===== src/rtl/agent_pkg.sv =====
// -----------------------------------------------------------------------------
// agent_pkg
// Shared definitions for the grid-world agent:
//   - action encoding (up/down/left/right)
//   - episode-loop FSM state type
//   - default grid, episode and epsilon-schedule parameters
// -----------------------------------------------------------------------------
package agent_pkg;

    // Action encoding
    localparam int ACT_UP    = 0;
    localparam int ACT_DOWN  = 1;
    localparam int ACT_LEFT  = 2;
    localparam int ACT_RIGHT = 3;

    // Episode-loop FSM
    typedef enum logic [1:0] {
        ST_IDLE = 2'd0,
        ST_REQ  = 2'd1,
        ST_SEL  = 2'd2,
        ST_OUT  = 2'd3
    } fsm_state_t;

    // Default grid / run parameters
    localparam int DEF_GRID_W        = 4;
    localparam int DEF_GRID_H        = 4;
    localparam int DEF_STATES_WIDTH  = 4;
    localparam int DEF_ACTIONS_WIDTH = 2;
    localparam int DEF_GOAL_ST       = 15;
    localparam int DEF_MAX_STEPS     = 64;
    localparam int DEF_STEP_WIDTH    = 7;
    localparam int DEF_N_EPISODES    = 300;
    localparam int DEF_COUNTER_WIDTH = 10;

    // Default epsilon schedule
    localparam int DEF_EPS_WIDTH     = 8;
    localparam int DEF_EPS_INIT      = 255;
    localparam int DEF_EPS_MIN       = 16;
    localparam int DEF_EPS_DEC       = 1;

endpackage


===== src/rtl/grid_step.sv =====
// -----------------------------------------------------------------------------
// grid_step
// Combinational move of one cell on a GRID_W x GRID_H grid. A move that would
// leave the grid keeps the position unchanged.
// Ports:
//   row, col   in   current position
//   act        in   action (up/down/left/right)
//   next_row   out  row after the move
//   next_col   out  column after the move
//   cur_st     out  row*GRID_W + col of the current position
//   next_st    out  row*GRID_W + col of the new position
//   is_goal    out  next_st equals GOAL_ST
// -----------------------------------------------------------------------------
module grid_step
    import agent_pkg::*;
#(
    parameter int GRID_W        = DEF_GRID_W,
    parameter int GRID_H        = DEF_GRID_H,
    parameter int STATES_WIDTH  = DEF_STATES_WIDTH,
    parameter int ACTIONS_WIDTH = DEF_ACTIONS_WIDTH,
    parameter int GOAL_ST       = DEF_GOAL_ST
) (
    input  logic [STATES_WIDTH-1:0]  row,
    input  logic [STATES_WIDTH-1:0]  col,
    input  logic [ACTIONS_WIDTH-1:0] act,
    output logic [STATES_WIDTH-1:0]  next_row,
    output logic [STATES_WIDTH-1:0]  next_col,
    output logic [STATES_WIDTH-1:0]  cur_st,
    output logic [STATES_WIDTH-1:0]  next_st,
    output logic                     is_goal
);

    always_comb begin
        next_row = row;
        next_col = col;
        case (act)
            ACTIONS_WIDTH'(ACT_UP): begin
                if (row != '0) next_row = row - STATES_WIDTH'(1);
            end
            ACTIONS_WIDTH'(ACT_DOWN): begin
                if (int'(row) < GRID_H - 1) next_row = row + STATES_WIDTH'(1);
            end
            ACTIONS_WIDTH'(ACT_LEFT): begin
                if (col != '0) next_col = col - STATES_WIDTH'(1);
            end
            ACTIONS_WIDTH'(ACT_RIGHT): begin
                if (int'(col) < GRID_W - 1) next_col = col + STATES_WIDTH'(1);
            end
            default: begin
                next_row = row;
                next_col = col;
            end
        endcase
    end

    assign cur_st  = STATES_WIDTH'(int'(row) * GRID_W + int'(col));
    assign next_st = STATES_WIDTH'(int'(next_row) * GRID_W + int'(next_col));
    assign is_goal = (next_st == STATES_WIDTH'(GOAL_ST));

endmodule


===== src/rtl/agent_gridworld.sv =====
// -----------------------------------------------------------------------------
// agent_gridworld
// Episode loop of an epsilon-greedy grid-world agent. Each step requests a
// random draw, picks an action, computes the clamped next state and offers the
// (state, action, next-state) transition downstream.
// Ports:
//   clk, rst_n        clock, asynchronous active-low reset
//   i_valid           start pulse, honoured in IDLE only
//   i_first_st        start state of every episode (latched at start)
//   i_at_max          greedy action for the current state
//   i_at_random       random action
//   i_rand            random draw compared against epsilon
//   i_ready           downstream accepts the transition
//   o_st, o_at,
//   o_next_st, o_done transition payload (o_done: last step of the episode)
//   o_valid           transition valid
//   o_re_random       one-cycle request to the random source
//   o_episode         completed episodes
//   o_eps             current epsilon
//   o_busy            run in progress
//   o_finish          one-cycle pulse after the final episode
//
// Handshake: a transition is transferred on a rising clk edge where
// o_valid && i_ready. While o_valid is high and i_ready low, the payload
// (o_st, o_at, o_next_st, o_done) is held stable. o_valid never drops
// without a transfer except on reset. The random source must present
// i_rand / i_at_max / i_at_random in the cycle after o_re_random.
// -----------------------------------------------------------------------------
module agent_gridworld
    import agent_pkg::*;
#(
    parameter int GRID_W        = DEF_GRID_W,
    parameter int GRID_H        = DEF_GRID_H,
    parameter int STATES_WIDTH  = DEF_STATES_WIDTH,
    parameter int ACTIONS_WIDTH = DEF_ACTIONS_WIDTH,
    parameter int GOAL_ST       = DEF_GOAL_ST,
    parameter int MAX_STEPS     = DEF_MAX_STEPS,
    parameter int STEP_WIDTH    = DEF_STEP_WIDTH,
    parameter int N_EPISODES    = DEF_N_EPISODES,
    parameter int COUNTER_WIDTH = DEF_COUNTER_WIDTH,
    parameter int EPS_WIDTH     = DEF_EPS_WIDTH,
    parameter int EPS_INIT      = DEF_EPS_INIT,
    parameter int EPS_MIN       = DEF_EPS_MIN,
    parameter int EPS_DEC       = DEF_EPS_DEC
) (
    input  logic                     clk,
    input  logic                     rst_n,
    input  logic                     i_valid,
    input  logic [STATES_WIDTH-1:0]  i_first_st,
    input  logic [ACTIONS_WIDTH-1:0] i_at_max,
    input  logic [ACTIONS_WIDTH-1:0] i_at_random,
    input  logic [EPS_WIDTH-1:0]     i_rand,
    input  logic                     i_ready,
    output logic [STATES_WIDTH-1:0]  o_st,
    output logic [STATES_WIDTH-1:0]  o_next_st,
    output logic [ACTIONS_WIDTH-1:0] o_at,
    output logic                     o_done,
    output logic                     o_valid,
    output logic                     o_re_random,
    output logic [COUNTER_WIDTH-1:0] o_episode,
    output logic [EPS_WIDTH-1:0]     o_eps,
    output logic                     o_busy,
    output logic                     o_finish
);

    localparam int N_CELLS = GRID_W * GRID_H;

    fsm_state_t state_q, state_d;

    logic [STATES_WIDTH-1:0]  cur_row, cur_col;
    logic [STATES_WIDTH-1:0]  first_row, first_col;
    logic [STATES_WIDTH-1:0]  nxt_row_q, nxt_col_q;
    logic [STEP_WIDTH-1:0]    step_cnt;
    logic [STATES_WIDTH-1:0]  start_st;
    logic [ACTIONS_WIDTH-1:0] act_sel;
    logic [STATES_WIDTH-1:0]  gs_next_row, gs_next_col, gs_cur_st, gs_next_st;
    logic                     gs_goal;
    logic                     step_limit;
    logic [COUNTER_WIDTH-1:0] episode_inc;
    logic                     last_episode;

    // Out-of-grid start states fall back to cell 0.
    assign start_st     = (int'(i_first_st) >= N_CELLS) ? '0 : i_first_st;
    // Strict compare: eps = 0 never explores.
    assign act_sel      = (i_rand < o_eps) ? i_at_random : i_at_max;
    assign step_limit   = (step_cnt == STEP_WIDTH'(MAX_STEPS - 1));
    assign episode_inc  = o_episode + COUNTER_WIDTH'(1);
    assign last_episode = (episode_inc == COUNTER_WIDTH'(N_EPISODES));

    grid_step #(
        .GRID_W        (GRID_W),
        .GRID_H        (GRID_H),
        .STATES_WIDTH  (STATES_WIDTH),
        .ACTIONS_WIDTH (ACTIONS_WIDTH),
        .GOAL_ST       (GOAL_ST)
    ) u_grid_step (
        .row      (cur_row),
        .col      (cur_col),
        .act      (act_sel),
        .next_row (gs_next_row),
        .next_col (gs_next_col),
        .cur_st   (gs_cur_st),
        .next_st  (gs_next_st),
        .is_goal  (gs_goal)
    );

    // State register
    always_ff @(posedge clk or negedge rst_n) begin
        if (!rst_n) state_q <= ST_IDLE;
        else        state_q <= state_d;
    end

    // Next-state logic
    always_comb begin
        state_d = state_q;
        case (state_q)
            ST_IDLE: if (i_valid) state_d = ST_REQ;
            ST_REQ:  state_d = ST_SEL;
            ST_SEL:  state_d = ST_OUT;
            ST_OUT: begin
                if (i_ready) state_d = (o_done && last_episode) ? ST_IDLE : ST_REQ;
            end
            default: state_d = ST_IDLE;
        endcase
    end

    assign o_re_random = (state_q == ST_REQ);
    assign o_valid     = (state_q == ST_OUT);
    assign o_busy      = (state_q != ST_IDLE);

    // Datapath
    always_ff @(posedge clk or negedge rst_n) begin
        if (!rst_n) begin
            cur_row   <= '0;
            cur_col   <= '0;
            first_row <= '0;
            first_col <= '0;
            nxt_row_q <= '0;
            nxt_col_q <= '0;
            step_cnt  <= '0;
            o_st      <= '0;
            o_next_st <= '0;
            o_at      <= '0;
            o_done    <= 1'b0;
            o_episode <= '0;
            o_eps     <= EPS_WIDTH'(EPS_INIT);
            o_finish  <= 1'b0;
        end else begin
            o_finish <= 1'b0;
            case (state_q)
                ST_IDLE: begin
                    if (i_valid) begin
                        first_row <= STATES_WIDTH'(int'(start_st) / GRID_W);
                        first_col <= STATES_WIDTH'(int'(start_st) % GRID_W);
                        cur_row   <= STATES_WIDTH'(int'(start_st) / GRID_W);
                        cur_col   <= STATES_WIDTH'(int'(start_st) % GRID_W);
                        step_cnt  <= '0;
                        o_episode <= '0;
                        o_eps     <= EPS_WIDTH'(EPS_INIT);
                    end
                end
                ST_SEL: begin
                    o_st      <= gs_cur_st;
                    o_at      <= act_sel;
                    o_next_st <= gs_next_st;
                    nxt_row_q <= gs_next_row;
                    nxt_col_q <= gs_next_col;
                    o_done    <= gs_goal || step_limit;
                end
                ST_OUT: begin
                    if (i_ready) begin
                        if (!o_done) begin
                            cur_row  <= nxt_row_q;
                            cur_col  <= nxt_col_q;
                            step_cnt <= step_cnt + STEP_WIDTH'(1);
                        end else begin
                            cur_row   <= first_row;
                            cur_col   <= first_col;
                            step_cnt  <= '0;
                            o_episode <= episode_inc;
                            if (int'(o_eps) >= EPS_MIN + EPS_DEC)
                                o_eps <= o_eps - EPS_WIDTH'(EPS_DEC);
                            else
                                o_eps <= EPS_WIDTH'(EPS_MIN);
                            o_finish  <= last_episode;
                        end
                    end
                end
                default: ;
            endcase
        end
    end

endmodule


===== config.mk =====
export PLATFORM = sky130hd
export DESIGN_NAME = agent_gridworld
export DESIGN_NICKNAME = d
export VERILOG_FILES = /design/src/rtl/agent_pkg.sv /design/src/rtl/grid_step.sv /design/src/rtl/agent_gridworld.sv
export SDC_FILE = /design/constraint.sdc
export NUM_CORES = 1
export LEC_CHECK = 0
export ABC_AREA = 1
export BUFFER_PORTS_ARGS = -buffer_cell sky130_fd_sc_hd__buf_4
export CELL_PAD_IN_SITES_DETAIL_PLACEMENT = 1
export CELL_PAD_IN_SITES_GLOBAL_PLACEMENT = 1
export CORE_MARGIN = 2
export CORE_UTILIZATION = 38
export DETAILED_ROUTE_END_ITERATION = 6
export HOLD_SLACK_MARGIN = 0.03
export PLACE_DENSITY_LB_ADDON = 0.1
export SLEW_MARGIN = 15
export SYNTH_ARGS = -nofsm -noshare
export SYNTH_HDL_FRONTEND = slang
export SYNTH_SLANG_ARGS = --single-unit

===== constraint.sdc =====
create_clock -name clk -period 2.6 [get_ports clk]
set_input_delay 0.52 -clock clk [delete_from_list [all_inputs] [get_ports clk]]
set_output_delay 0.52 -clock clk [all_outputs]
set_load 0.03 [all_outputs]

# [Word level (Yosys, flattened, before mapping)]
# Index checks and enable logic that the tools add are counted.
[op_classes] addsub=9 mul=0 div_mod_pow=0 n_lt_le_gt_ge=4 eq_ne=12 n_shift=0 mux=35 bitwise_logic=0 reduce_logical=12
[ops] operator="4-bit two-way mux" count=10
[ops] operator="8-bit two-way mux" count=4
[ops] operator="4-bit case mux with 2 select lines" count=4
[ops] operator="10-bit two-way mux" count=3
[ops] operator="7-bit two-way mux" count=3
[ops] operator="10-bit case mux with 2 select lines" count=1
[ops] operator="8-bit case mux with 2 select lines" count=1
[ops] operator="7-bit case mux with 2 select lines" count=1
[ops] operator="10-bit by 1-bit adder with 10-bit output, second input constant" count=1
[ops] operator="10-bit by 9-bit == test with 1-bit output, second input constant" count=1
[ops] operator="4-bit by 1-bit adder with 4-bit output, second input constant" count=2
[ops] operator="4-bit adder" count=2
[ops] operator="2-bit == test, second input constant" count=4
[ops] operator="8-bit by 5-bit greater-or-equal comparator with 1-bit output, second input constant" count=1
[ops] operator="4-bit by 2-bit less-than comparator with 1-bit output, second input constant" count=2
[ops] operator="8-bit less-than comparator" count=1
[ops] operator="2-bit case mux with 4 select lines" count=1
[ops] operator="4-bit nonzero test" count=2
[ops] operator="4-bit by 1-bit subtractor with 4-bit output, second input constant" count=2
[ops] operator="8-bit by 1-bit subtractor with 8-bit output, second input constant" count=1
[ops] operator="7-bit by 1-bit adder with 7-bit output, second input constant" count=1
[ops] operator="7-bit by 6-bit == test with 1-bit output, second input constant" count=1
[ops] operator="2-bit two-way mux" count=3
[ops] operator="2-bit inequality test, second input constant" count=3
[ops] operator="other kinds (10)" count=17
[totals] register_bits=59 latchBits=0 mem_bits_rw=0 rom_bits=0 inputBits=20 elab_cells=87 memories=0

# [Depth between registers and ports, before layout]
[logic_depth] depth_word=7 ltp_mapped=23 depth_no_buf=23

# [Hierarchy]
# From an unflattened synthesis, not the netlist that was laid out.
[unflattened] hier_cells=441 hier_area_um2=3619.7
[by_module_without_submodules] mod="agent_gridworld" n_inst=1 cells_per_inst=352 area_per_inst_um2=3101.7 seq_area_each_um2=1486.4
[by_module_without_submodules] mod="grid_step" n_inst=1 cells_per_inst=89 area_per_inst_um2=518.0 seq_area_each_um2=0.0

# [Least setup slack after synthesis]
# No wires, ideal clock.
[synth_timing] kind="flip-flop to flip-flop" startpoint="register o_eps[5]" endpoint="register o_done" arrival_ns=2.723 required_time_ns=2.527 setup_slack_ns=-0.196 stages_incl_launch_ff=22 path_buffers=0 path_cell_list="dfstp_2 > inv_1 > ha_1 > a21oi_2 > nor2_1 > nor3_4 > nand2_2 > nand2_1 > nand2_4 > nand2_2 > inv_2 > nand2_2 > o21ai_2 > xor2_2 > ha_1 > inv_1 > nand3_1 > nand2_1 > nand2_1 > nand2_1 > nand2_1 > a21oi_2"
[synth_between] elab_chain_cells=7
[synth_rtl] element="start, declared" line_no="agent_gridworld.sv:61" rtl="output logic [EPS_WIDTH-1:0] o_eps,"
[synth_rtl] element="start signal, assigned" line_no="agent_gridworld.sv:146" rtl="o_eps <= EPS_WIDTH'(EPS_INIT);"
[synth_rtl] element="start signal, assigned" line_no="agent_gridworld.sv:159" rtl="o_eps <= EPS_WIDTH'(EPS_INIT);"
[synth_rtl] element="start signal, assigned" line_no="agent_gridworld.sv:182" rtl="o_eps <= o_eps - EPS_WIDTH'(EPS_DEC);"
[synth_rtl] element="8-bit less-than comparator *" line_no="agent_gridworld.sv:85" rtl="assign act_sel = (i_rand < o_eps) ? i_at_random : i_at_max;"
[synth_rtl] element="2-bit two-way mux *" line_no="agent_gridworld.sv:85"
[synth_rtl] element="2-bit by 1-bit == test with 1-bit output or 2-bit logical NOT (tied branches)" line_no="grid_step.sv:36" rtl="case (act)"
[synth_rtl] element="4-bit case mux with 2 select lines *" line_no="grid_step.sv:36"
[synth_rtl] element="named net gs_next_row[0]" line_no="agent_gridworld.sv:76" rtl="logic [STATES_WIDTH-1:0] gs_next_row, gs_next_col, gs_cur_st, gs_next_st;"
[synth_rtl] element="4-bit adder *" line_no="grid_step.sv:57" rtl="assign next_st = STATES_WIDTH'(int'(next_row) * GRID_W + int'(next_col));"
[synth_rtl] element="4-bit == test *" line_no="grid_step.sv:58" rtl="assign is_goal = (next_st == STATES_WIDTH'(GOAL_ST));"
[synth_rtl] element="1-bit logical OR *" line_no="agent_gridworld.sv:168" rtl="o_done <= gs_goal || step_limit;"
[synth_rtl] element="end signal, assigned" line_no="agent_gridworld.sv:168"
[synth_rtl] element="end, declared" line_no="agent_gridworld.sv:57" rtl="output logic o_done,"
# Mark *: on every way through the listed nets, which the timed path passes. The rest lies on a longest branch.
# A chain may end at the register's enable or synchronous reset.

# [Worst setup path in the final report]
# Same ends and word-level chain as after synthesis.

==> flow_metrics.py <==
metrics = {
    "clock_network": {
        "cts-root-buf": "clkbuf_8",
        "htreeDepth": 3,
        "cts-buffers-inserted": 9,
        "hold_buffers": 0,
        "max-clock-path-buffers": 2,
        "tritoncts": "done",
        "cts.sinks": 57,
        "clk_latency_ps": 330,
        "clk_pin_slew_ps": 70,
    },
    "placement": {
        "io_buffers": 52,
        "numPlacedInstances": 609,
        "place_area_mm2": 0.00415,
        "gp_congestion": 0.808,
        "dp_hpwl_mm": 6.93,
        "pre_cts_ws_ps": -312,
    },
    "global_route": {
        "grt_pass1_wl_mm": 16.4,
        "grt_overflow": 0,
        "antenna_found_initial": 0,
        "grt_usage_pct": 20.6,
        "grt_pass1_vias": 3369,
        "grt_max_degree": 58,
    },
    "synth": {
        "synth-edff-count": 0,
        "synth_commonest_cells": "nand2_1, inv_1, dfrtp_1",
        "ys.flop_type": "dfrtp_1",
        "ys_seq_area_share_pct": 41.3,
        "ys_top_cells_by_area": "dfrtp_1, nand2_1, ha_1, inv_1, dfstp_2",
        "synthesis.area_mm2": 0.00348,
        "synth_top_area_share_pct": 35.3,
        "synth_top_area_cell": "dfrtp_1",
        "ys_warn_count": 0,
        "ys_seq_elements": 57,
        "avgSynthCellArea_um2": 7.98,
        "ys_types": 38,
        "yosysMostFrequentCell": "nand2_1",
        "syn-num-nets": 481,
        "postSynthCellCount": 436,
        "async_flop_share_pct": 100,
    },
    "final_layout": {
        "postLayoutCellArea_mm2": 0.00457,
        "fill_cells": 1083,
        "ff_latch_area_mm2": 0.00144,
        "nets": 570,
        "multi_input_area_mm2": 0.00187,
        "diodes": 0,
        "drive_above_1_share_pct": 31.7,
        "area_growth_pct": 31.3,
        "fin_cells": 638,
    },
    "worst_hold_path": {
        "min_path_type": "in -> async",
    },
    "floorplan": {
        "die_h_um": 99.7,
        "core_region_area_mm2": 0.00881,
        "die-area_mm2": 0.00994,
        "die_w_um": 99.7,
        "initial_utilization_pct": 39.5,
        "ios": 53,
        "rows": 34,
    },
    "run_status": {
        "status": "finished, violations left",
        "violations": "negative setup slack",
    },
    "setup_path": {
        "cp.arrival_ps": 2980,
        "timing.rr.start": "o_eps[5]$_DFFE_PN1P_",
        "cp_max_fo": 5,
        "r2r_slack_ps": -170,
        "endpoint": "o_done$_DFFE_PN0N_",
        "cp_data_required_time_ps": 2820,
        "reg2reg_depth": 20,
        "end_kind": "flip-flop",
        "rr_endpoint": "o_done$_DFFE_PN0N_",
        "cp-start-kind": "flip-flop",
        "startpoint": "o_eps[5]$_DFFE_PN1P_",
        "criticalPathCategory": "reg -> reg",
    },
    "route": {
        "vias": 3227,
        "drc": 0,
        "drtIter0Drc": 111,
        "via_per_inst": 5.06,
        "detail_route.first_pass.iterations": 4,
        "ant_nets": 0,
        "avgRoutedWirePerCell_um": 14.9,
        "drt-total-wl_mm": 9.54,
    },
    "sta": {
        "post-route-min-period_ps": 2770,
        "slew_viol_final": 0,
        "whs_ps": 257,
        "finalCritPeriodShare_pct": 106,
        "hold_violations": 0,
        "max_freq_mhz": 361,
        "finalClockSkew_ps": 9.75,
        "fin_ws_ps": -168,
        "rsz0062_at_grt": "true",
        "slew_headroom_pct": 48.6,
        "max_slew.worst_pin.slew_ps": 771,
        "setup_violations": 2,
        "finalSetupTns_ps": -241,
    },
    "power_and_ir_drop": {
        "ir_drop_mv": 0.680,
        "leakagePower_nw": 2.33,
        "powerDensity_mw_per_mm2": 1010,
    },
    "job": {
        "cap_violations": 0,
    },
}
[worst min path at each step]
stage	start	to	slack, ps	depth (start not counted)
detailed placement	o_st[2]$_DFFE_PN0N_	o_st[2]$_DFFE_PN0N_	470	2
CTS	rst_n	o_episode[6]$_DFFE_PN0P_	280	1
global placement	o_next_st[2]$_DFFE_PN0N_	o_next_st[2]$_DFFE_PN0N_	460	2
floorplan	rst_n	cur_col[0]$_DFFE_PN0P_	220	0
finish	rst_n	o_episode[6]$_DFFE_PN0P_	260	1
global route	rst_n	o_episode[0]$_DFFE_PN0P_	300	1
[layer usage]
metal,GRT usage (%),wire (um)
met4,6.32,129
met2,32.3,4380
met3,3.23,293
met1,29.4,4730
met5,0,0
[cells in the final DEF, fill, tap and decap left out, types with 10 or more instances in the layout]
cell type	instances
a21oi_1	26
buf_4	90
clkbuf_8	10
dfrtp_1	49
ha_1	19
inv_1	57
inv_2	10
nand2_1	86
nand3_1	18
nor2_1	23
o21ai_0	31
xor2_1	12
[repair_timing]
item | CTS | global route
pin swaps | 16 | 7
endpoints found under the hold margin | 0 | 0
setup endpoints to repair | 3 | 3
setup buffers | 7 | 6
gates resized for setup | 21 | 8
[power by group]
part | internal, W | switching [W]
combinational | 0.000856 | 0.00155
sequential | 0.00117 | 0.000221
clock | 0.000462 | 0.000377
[flip-flops by register name, indices dropped and copies added (netlist names), 4 cells and up]
name       flops
cur_col        4
cur_row        4
nxt_row_q      4
o_episode     10
o_eps          8
o_next_st      4
o_st           4
step_cnt       7
[cells by family (layout without fill, tap and decap cells)]
group	after synthesis	in the layout	synth area share [%]
XOR/XNOR	16	16	4.24
multiplexers	1	1	0.324
AND/OR/NAND/NOR	173	173	22.6
buffers and inverters	80	174	8.99
adder cells (fa/ha/maj)	25	25	8.99
AO/OA/AOI/OAI	84	84	13.6
flip-flops	57	57	41.3
[layout make-up]
| class | count | share of cell area, % |
|---|---|---|
| sequential | 57 | 31.4 |
| inverter | 68 | 5.64 |
| multi-input combinational | 299 | 40.9 |
| clock inverter | 6 | 1.26 |
| clock buffer | 10 | 3.01 |
| tap | 108 | 2.96 |
| timing repair buffer | 90 | 14.8 |
[worst max-delay path, cell delays in order (launching register included)]
cell and delay, ps:
dfstp_2 560, inv_4 50, ha_4 220, a21oi_4 140, nor2_4 50, nor3_4 240, nand3b_1 190, nand2_4 150
nand2_4 60, inv_2 50, nand2_2 50, o21ai_2 80, xor2_2 190, ha_2 210, inv_2 40, nand3_2 70
nand2_1 70, nand2_2 70, nand2_1 50, nand2_1 70, a21oi_2 50
[through the flow]
stage / utilization (%) / power [W]
global route: 51.9 / 0.00504
global placement: 47.2 / 0.00367
CTS: 51.1 / 0.00467
finish: 51.9 / 0.00464
floorplan: - / 0.00296
detailed placement: 47.2 / 0.00375
No activity file was read; power rests on OpenSTA's default activity.
